File: src/rtl/imm_gen_buf_if.sv
// imm_gen_buf_if: instruction push and decoded-immediate pop handshakes for imm_gen_buf
interface imm_gen_buf_if #(
  parameter int XLEN  = 32,
  parameter int DEPTH = 2
);
  localparam int LW = $clog2(DEPTH + 1);
  logic            in_valid;
  logic            in_ready;
  logic [31:0]     inst;
  logic            ext_sel;
  logic            out_valid;
  logic            out_ready;
  logic [XLEN-1:0] imm;
  logic [2:0]      fmt;
  logic            illegal;
  logic [LW-1:0]   level;
  modport master (
    output in_valid, inst, ext_sel, out_ready,
    input  in_ready, out_valid, imm, fmt, illegal, level
  );
  modport slave (
    input  in_valid, inst, ext_sel, out_ready,
    output in_ready, out_valid, imm, fmt, illegal, level
  );
endinterface

File: src/rtl/imm_gen_buf.sv
// imm_gen_buf: RISC-V immediate decoder feeding a DEPTH-entry result FIFO
module imm_gen_buf #(
  parameter int XLEN  = 32,
  parameter int DEPTH = 2
) (
  input logic         clk,
  input logic         rst_n,
  input logic         flush,
  imm_gen_buf_if.slave bus
);
  localparam int LW = $clog2(DEPTH + 1);
  localparam int PW = DEPTH > 1 ? $clog2(DEPTH) : 1;
  localparam logic [2:0] F_NONE = 3'd0;
  localparam logic [2:0] F_I = 3'd1;
  localparam logic [2:0] F_S = 3'd2;
  localparam logic [2:0] F_B = 3'd3;
  localparam logic [2:0] F_U = 3'd4;
  localparam logic [2:0] F_J = 3'd5;
  localparam logic [2:0] F_Z = 3'd6;
  logic [PW-1:0]   rd_ptr, wr_ptr;
  logic [LW-1:0]   level;
  logic [XLEN-1:0] mem_imm [DEPTH];
  logic [2:0]      mem_fmt [DEPTH];
  logic            mem_ill [DEPTH];
  logic            push, pop, s;
  logic [63:0]     d_imm;
  logic [2:0]      d_fmt;
  logic            d_ill;
  logic [31:0]     i;
  assign i = bus.inst;
  assign s = bus.ext_sel & i[31];
  assign push = bus.in_valid & bus.in_ready;
  assign pop = bus.out_valid & bus.out_ready;
  assign bus.in_ready = level < LW'(DEPTH);
  assign bus.out_valid = level != '0;
  assign bus.imm = bus.out_valid ? mem_imm[rd_ptr] : '0;
  assign bus.fmt = bus.out_valid ? mem_fmt[rd_ptr] : F_NONE;
  assign bus.illegal = bus.out_valid & mem_ill[rd_ptr];
  assign bus.level = level;
  function automatic logic [PW-1:0] inc(input logic [PW-1:0] p);
    return (p == PW'(DEPTH - 1)) ? '0 : p + 1'b1;
  endfunction
  // decode at full 64-bit width, truncated to XLEN on store
  always_comb begin
    d_imm = '0;
    d_fmt = F_NONE;
    d_ill = 1'b0;
    case (i[6:0])
      7'b0010011, 7'b0000011, 7'b1100111: begin
        d_imm = {{52{s}}, i[31:20]};
        d_fmt = F_I;
      end
      7'b0011011: begin
        d_imm = XLEN == 64 ? {{52{s}}, i[31:20]} : '0;
        d_fmt = XLEN == 64 ? F_I : F_NONE;
        d_ill = XLEN != 64;
      end
      7'b0100011: begin
        d_imm = {{52{s}}, i[31:25], i[11:7]};
        d_fmt = F_S;
      end
      7'b1100011: begin
        d_imm = {{51{s}}, i[31], i[7], i[30:25], i[11:8], 1'b0};
        d_fmt = F_B;
      end
      7'b0110111, 7'b0010111: begin
        d_imm = {{32{s}}, i[31:12], 12'd0};
        d_fmt = F_U;
      end
      7'b1101111: begin
        d_imm = {{43{s}}, i[31], i[19:12], i[20], i[30:21], 1'b0};
        d_fmt = F_J;
      end
      7'b1110011: begin
        d_imm = i[14] ? {59'd0, i[19:15]} : '0;
        d_fmt = i[14] ? F_Z : F_NONE;
      end
      default: d_ill = 1'b1;
    endcase
  end
  // pointer and occupancy bookkeeping; flush wins over push/pop
  always_ff @(posedge clk or negedge rst_n) begin
    if (!rst_n) begin
      rd_ptr <= '0;
      wr_ptr <= '0;
      level <= '0;
    end else if (flush) begin
      rd_ptr <= '0;
      wr_ptr <= '0;
      level <= '0;
    end else begin
      if (push) wr_ptr <= inc(wr_ptr);
      if (pop) rd_ptr <= inc(rd_ptr);
      level <= level + LW'(push) - LW'(pop);
    end
  end
  // result storage; contents are masked by out_valid so need no reset
  always_ff @(posedge clk) begin
    if (push && !flush) begin
      mem_imm[wr_ptr] <= d_imm[XLEN-1:0];
      mem_fmt[wr_ptr] <= d_fmt;
      mem_ill[wr_ptr] <= d_ill;
    end
  end
endmodule
File: src/flat_wrapper.sv
// flat-port wrapper written by rule: the top's interface ports become plain ports
module imm_gen_buf_flat 
#(
  parameter int XLEN  = 32,
  parameter int DEPTH = 2
)
  (clk, rst_n, flush, bus_in_valid, bus_inst, bus_ext_sel, bus_out_ready, bus_in_ready, bus_out_valid, bus_imm, bus_fmt, bus_illegal, bus_level);
  imm_gen_buf_if #(.XLEN(XLEN), .DEPTH(DEPTH)) bus_i ();
  input logic clk;
  input logic rst_n;
  input logic flush;
  input wire logic [$bits(bus_i.in_valid)-1:0] bus_in_valid;
  input wire logic [$bits(bus_i.inst)-1:0] bus_inst;
  input wire logic [$bits(bus_i.ext_sel)-1:0] bus_ext_sel;
  input wire logic [$bits(bus_i.out_ready)-1:0] bus_out_ready;
  output wire logic [$bits(bus_i.in_ready)-1:0] bus_in_ready;
  output wire logic [$bits(bus_i.out_valid)-1:0] bus_out_valid;
  output wire logic [$bits(bus_i.imm)-1:0] bus_imm;
  output wire logic [$bits(bus_i.fmt)-1:0] bus_fmt;
  output wire logic [$bits(bus_i.illegal)-1:0] bus_illegal;
  output wire logic [$bits(bus_i.level)-1:0] bus_level;
  assign bus_i.in_valid = bus_in_valid;
  assign bus_i.inst = bus_inst;
  assign bus_i.ext_sel = bus_ext_sel;
  assign bus_i.out_ready = bus_out_ready;
  assign bus_in_ready = bus_i.in_ready;
  assign bus_out_valid = bus_i.out_valid;
  assign bus_imm = bus_i.imm;
  assign bus_fmt = bus_i.fmt;
  assign bus_illegal = bus_i.illegal;
  assign bus_level = bus_i.level;
  imm_gen_buf #(.XLEN(XLEN), .DEPTH(DEPTH)) u_core (.clk(clk), .rst_n(rst_n), .flush(flush), .bus(bus_i));
endmodule
File: config.mk
export PLATFORM = sky130hd
export DESIGN_NAME = imm_gen_buf_flat
export DESIGN_NICKNAME = d
export VERILOG_FILES = /design/src/rtl/imm_gen_buf_if.sv /design/src/rtl/imm_gen_buf.sv /design/src/flat_wrapper.sv
export SDC_FILE = /design/constraint.sdc
export NUM_CORES = 1
export LEC_CHECK = 0
export ABC_AREA = 1
export CELL_PAD_IN_SITES_DETAIL_PLACEMENT = 1
export CELL_PAD_IN_SITES_GLOBAL_PLACEMENT = 2
export CORE_ASPECT_RATIO = 1.75
export CORE_MARGIN = 1
export CORE_UTILIZATION = 33
export DETAILED_ROUTE_END_ITERATION = 6
export GPL_ROUTABILITY_DRIVEN = 0
export PLACE_DENSITY = 0.94
export SETUP_SLACK_MARGIN = 0.3
export SLEW_MARGIN = 10
export SYNTH_ARGS = -nofsm -noshare
export SYNTH_HDL_FRONTEND = slang
export SYNTH_SLANG_ARGS = --single-unit
export TNS_END_PERCENT = 100
File: constraint.sdc
create_clock -name clk -period 8.13 [get_ports clk]
set_input_delay 1.626 -clock clk [delete_from_list [all_inputs] [get_ports clk]]
set_output_delay 1.626 -clock clk [all_outputs]
set_load 0.05 [all_outputs]
Word-level counts from Yosys, hierarchy flattened:

Memory sizes are Yosys's and may differ from the RTL's.
Index checks and enable logic that the tools add are counted.

* register bits: 4
* RAM bits: 72
* bits of input ports: 38
* output and inout port bits: 40
* logic and storage cells: 48
* memories: 3

Memories
* u_core.mem_imm: depth 2, bits a word 32, rd ports 1, clocked after memory_dff 0, wr ports 1, RTL line imm_gen_buf.sv:22 `logic [XLEN-1:0] mem_imm [DEPTH];`
* u_core.mem_fmt: depth 2, bits a word 3, rd ports 1, clocked after memory_dff 0, wr ports 1, RTL line imm_gen_buf.sv:23 `logic [2:0] mem_fmt [DEPTH];`
* u_core.mem_ill: depth 2, bits a word 1, rd ports 1, clocked after memory_dff 0, wr ports 1, RTL line imm_gen_buf.sv:24 `logic mem_ill [DEPTH];`

* add/sub/neg operators: 4
* magnitude comparators: 1
* equality and inequality tests: 9
* muxes and demuxes: 16
* bitwise gates (word level): 4
* reduce and logical (&&, ||, !) cells: 8

Operators by type and width (count)
* 32-bit case mux with 6 select lines: 1
* 32-bit two-way mux: 1
* 7-bit == test (second input constant): 4
* 3-bit case mux with 6 select lines: 1
* 7-bit by 5-bit == test with 1-bit output (second input constant): 2
* 7-bit by 6-bit == test with 1-bit output (second input constant): 2
* 1-bit two-way mux: 9
* 9-bit OR reduction: 1
* 7-bit by 2-bit == test with 1-bit output (second input constant): 1
* 3-bit two-way mux: 2
* 2-bit nonzero test: 3
* 5-bit two-way mux: 1
* 1-bit AND: 4
* 3-bit OR reduction: 1
* 1-bit adder (second input constant): 2
* 2-bit by 1-bit adder with 2-bit output: 1
* 2-bit less-than comparator (second input constant): 1
* 2-bit two-way mux: 1
* 2-bit OR reduction: 1
* 2-bit by 1-bit subtractor with 2-bit output: 1
* 1-bit logical AND: 1
* 1-bit logical NOT: 1

Longest topological paths before layout:

* depth in word-level cells: 5
* depth in mapped cells: 10
* mapped depth without buffers: 8

Least setup slack after synthesis:

Ideal clock, no wire load.

* kind: input -> register
* from: in bus_in_valid
* to: mem u_core.mem_fmt[0][0] (enable)
* setup time: 429 ps
* arrival time: 3377 ps
* path slack: 4323 ps
* stages on the path: 4
* cells stage by stage: nand2_1 > inv_1 > nand2_1 > nor2_1

* cells in the longest elaborated chain, start to end: 4

Ends and longest elaborated chain
* start: declaration: RTL line flat_wrapper.sv:12 `input wire logic [$bits(bus_i.in_valid)-1:0] bus_in_valid;`
* 1-bit AND: RTL line imm_gen_buf.sv:32 `assign push = bus.in_valid & bus.in_ready;`
* 1-bit logical AND: RTL line imm_gen_buf.sv:99 `if (push && !flush) begin`
* 1-bit two-way mux: RTL line imm_gen_buf.sv:99
* 1-bit two-way mux (implied by the code): RTL line imm_gen_buf.sv:101 `mem_fmt[wr_ptr] <= d_fmt;`
* end: declaration: RTL line imm_gen_buf.sv:23

Every way passes these cells.

Worst setup path in the final report:

* from: reg u_core.rd_ptr
* to: out bus_imm[5]

* cells in the longest elaborated chain, start to end: 2

Ends and longest elaborated chain
* start: declaration: RTL line imm_gen_buf.sv:20 `logic [PW-1:0] rd_ptr, wr_ptr;`
* start signal: assignment: RTL line imm_gen_buf.sv:93 `if (pop) rd_ptr <= inc(rd_ptr);`
* memory read 2 x 32 bit
* 32-bit two-way mux: RTL line imm_gen_buf.sv:36 `assign bus.imm = bus.out_valid ? mem_imm[rd_ptr] : '0;`
* end: declaration: RTL line flat_wrapper.sv:18 `output wire logic [$bits(bus_i.imm)-1:0] bus_imm;`

Every way passes these cells.

==> impl_metrics.toml <==
[outcome]
outcome = "finished, violations left"
violations = "design-rule violations"

[critical_path]
cp_num_buf_inv = 3
worstSetupEndpointType = "output pin"
cp_max_fo = 39
start_kind = "register"
cp.arrival_ns = 3.10
cp_cell_sequence = "buf_4 -> clkinv_1 -> nand2_1 -> a21oi_1 -> clkdlybuf4s50_1"
crit_family = "buffers and inverters"
crit_type = "reg -> out"
r2r_slack_ns = 6.27
crit_path_top_delay_cell = "clkinv_1"
required_ns = 6.50
max_stage_delay_ns = 0.90

[cts]
clock_latency_ns = 0.33
hold_buffers = 0
clock_path_buffers = 2
h-tree-depth = 3
tritoncts = "done"
clk_pin_slew_worst_paths_ns = 0.06
cts-root-buf = "clkbuf_16"
cts_resized = 0
clock_sinks = 76
cts_setup_buffers = 0
numCtsBuffers = 9

[job]
cap_viol_max_count = 0

[logic_synthesis]
netlist.area_leader.share_pct = 55.2
ys_types = 23
syn_area_um2 = 3920
netlist.top_cell.by_area = "edfxtp_1"
synthCells = 455
yosysWarnings = 0
synth-seq-area-share_pct = 57.8
ys_seq_elements = 76
syn_nets = 495
netlist_top_cells_area = "edfxtp_1 55%, nand2_1 15%, nand3_1 7.4%"
syn_avg_cell_area_um2 = 8.61

[global_routing]
grt_max_degree = 40
antenna_found_initial = 0
grt_use_met2_pct = 34.1
grt_pass1_vias = 3408
grt_remaining_overflow = 0
track_usage_pct = 18.3
gr-max-usage-layer = "met2"
gr-usage-met3_pct = 2.49
use_met1_pct = 20.8
grt_pass1_wl_um = 17400

[detailed_routing]
detail_route.wl_per_cell_um = 16.3
via_count = 3339
dr.first_iter.drc_count = 146
via_per_inst = 5.02
drt_first_pass_iters = 6
wl_um = 10800
remaining_drc_errors = 6
ant_nets = 0

[pwr]
p_leak_nw = 2.21
combPwrFrac_pct = 44.6
irDropWorstVdd_v = 0.000108
power_frac_seq_pct = 29.8
p_int_w = 0.000941
p_per_area_nw_per_um2 = 315
p_sw_w = 0.000665
netSwitchingFraction_pct = 41.4
clock_power_share_pct = 25.6

[place]
dp_hpwl_um = 7880
port_buffers = 77
place_ws_ns = 3.70

[timing]
rsz0062_at_grt = "false"
slew_violations = 0
timing.final.crit_share_pct = 58.1
setup_violations = 0
timing.setup.tns_ns = 0
final_hold_viol_count = 0
max_slew_margin_pct = 32.5
timing.final.ws_setup_ns = 3.41
fmax_mhz = 212
layout_min_cycle_time_ns = 4.72
tightest_slew_ns = 1.01
skew_ns = 0.00499

[floorplanning]
dieArea_um2 = 12300
fp.dieW_um = 84.4
initial_utilization_pct = 33.8
placement_rows = 52
coreArea_um2 = 11600
io_pins = 78
die_h_um = 146

[finish]
nets = 565
area_delta_synth_final_pct = 30.3
drive_above_1_share_pct = 5.85
fillCellCount = 1373
diodes = 0

[min_path]
hold_path_class = "reg -> reg"
-- stage by stage --
| stage | instances | area [um2] | utilization (%) | hold slack [ns] | total power, W |
|---|---|---|---|---|---|
| after floorplan | 455 | 3920 | - | 0.458 | 0.000960 |
| after detailed placement | 649 | 4790 | 41.4 | 0.528 | 0.00121 |
| final | 665 | 5100 | 44.1 | 0.531 | 0.00161 |
| after global routing | 665 | 5100 | 44.1 | 0.564 | 0.00167 |
| after global placement | 649 | 4790 | 41.4 | 0.494 | 0.00120 |
| after CTS | 665 | 5100 | 44.1 | 0.537 | 0.00162 |
-- registers in the layout, indices dropped and copies added, names as in the netlist --
register          flops
u_core.mem_ill        2
u_core.mem_fmt        6
u_core.rd_ptr         1
u_core.bus.level      2
u_core.mem_imm       64
u_core.wr_ptr         1
-- Yosys cell counts, drive strengths merged --
library cell  count
dfrtp             4
nand3            59
a21oi            37
edfxtp           72
nand3b            3
xnor2             1
nor2             44
inv              35
ha                2
o22ai             1
o21ai             2
nand4             3
xor2              1
nand2           164
buf              17
clkbuf            9
clkinv            1
-- logic make-up (layout without fill, tap and decap cells) --
| group | after synthesis | in the layout | share of synthesized area, % |
|---|---|---|---|
| AND/OR/NAND/NOR | 273 | 273 | 29.2 |
| AO/OA/AOI/OAI | 40 | 40 | 5.14 |
| buffers and inverters | 62 | 137 | 6.77 |
| XOR/XNOR | 2 | 2 | 0.447 |
| adder cells (fa/ha/maj) | 2 | 2 | 0.639 |
| flip-flops | 76 | 76 | 57.8 |
-- path summary, 6_finish.rpt --
path / from / endpoint / cells past startpoint
setup reg to reg: u_core.bus.level[1] / u_core.bus.level[1] / 8
hold / removal: u_core.wr_ptr / u_core.wr_ptr / 1
hold reg to reg: u_core.wr_ptr / u_core.wr_ptr / 1
min in group asynchronous: rst_n / u_core.bus.level[0] / 1
max in group asynchronous: rst_n / u_core.rd_ptr / 1
setup / recovery: u_core.rd_ptr / bus_imm[5] / 5
-- power by group through the flow --
stage,combinational [W],sequential (W),clock [W]
4_1_cts,0.000727,0.000479,0.000417
2_1_floorplan,0.000461,0.000499,0
3_5_place_dp,0.000726,0.000487,0
6_report,0.000717,0.000478,0.000411
3_3_place_gp,0.000713,0.000483,0
5_1_grt,0.000759,0.000481,0.000431
-- worst reg2reg max path: cells and delay by family (launching register included) --
kind | cells | cell delay, ns
xor+xnor | 1 | 0.15
flops | 1 | 0.43
simple gates | 3 | 0.32
fa+ha+maj | 2 | 0.48
buf+inv | 2 | 0.41
-- metal layers --
metal	wire length, um	vias to the layer above
met1	4410	1602
met4	247	0
met5	0	-
li1	-	1641
met3	361	15
met2	5830	81
-- layout make-up --
| cell class | instances | area, um2 | area share (%) |
|---|---|---|---|
| Clock buffer | 11 | 233 | 4.56 |
| Clock inverter | 5 | 76.3 | 1.50 |
| Inverter | 36 | 135 | 2.65 |
| Multi-Input combinational cell | 317 | 1400 | 27.4 |
| Sequential cell | 76 | 2260 | 44.3 |
| Tap cell | 135 | 169 | 3.31 |
| Timing Repair Buffer | 85 | 831 | 16.3 |
-- placed cells by master, fill, tap and decap left out --
| master | n |
|---|---|
| nand3_4 | 1 |
| dfrtp_1 | 4 |
| bufinv_16 | 2 |
| xor2_1 | 1 |
| clkinv_1 | 2 |
| buf_4 | 8 |
| inv_1 | 35 |
| nand2_1 | 160 |
| nand2_2 | 4 |
| clkbuf_16 | 9 |
| clkinv_2 | 1 |
| nand3_1 | 58 |
| nor2_2 | 5 |
| o21ai_0 | 2 |
| o22ai_1 | 1 |
| nand4_1 | 3 |
| a21oi_1 | 37 |
| ha_1 | 2 |
| clkbuf_1 | 2 |
| clkdlybuf4s50_1 | 77 |
| edfxtp_1 | 72 |
| nor2_1 | 39 |
| xnor2_1 | 1 |
| nand3b_1 | 3 |
| clkinvlp_4 | 1 |
Power figures use the tool's default switching activity.
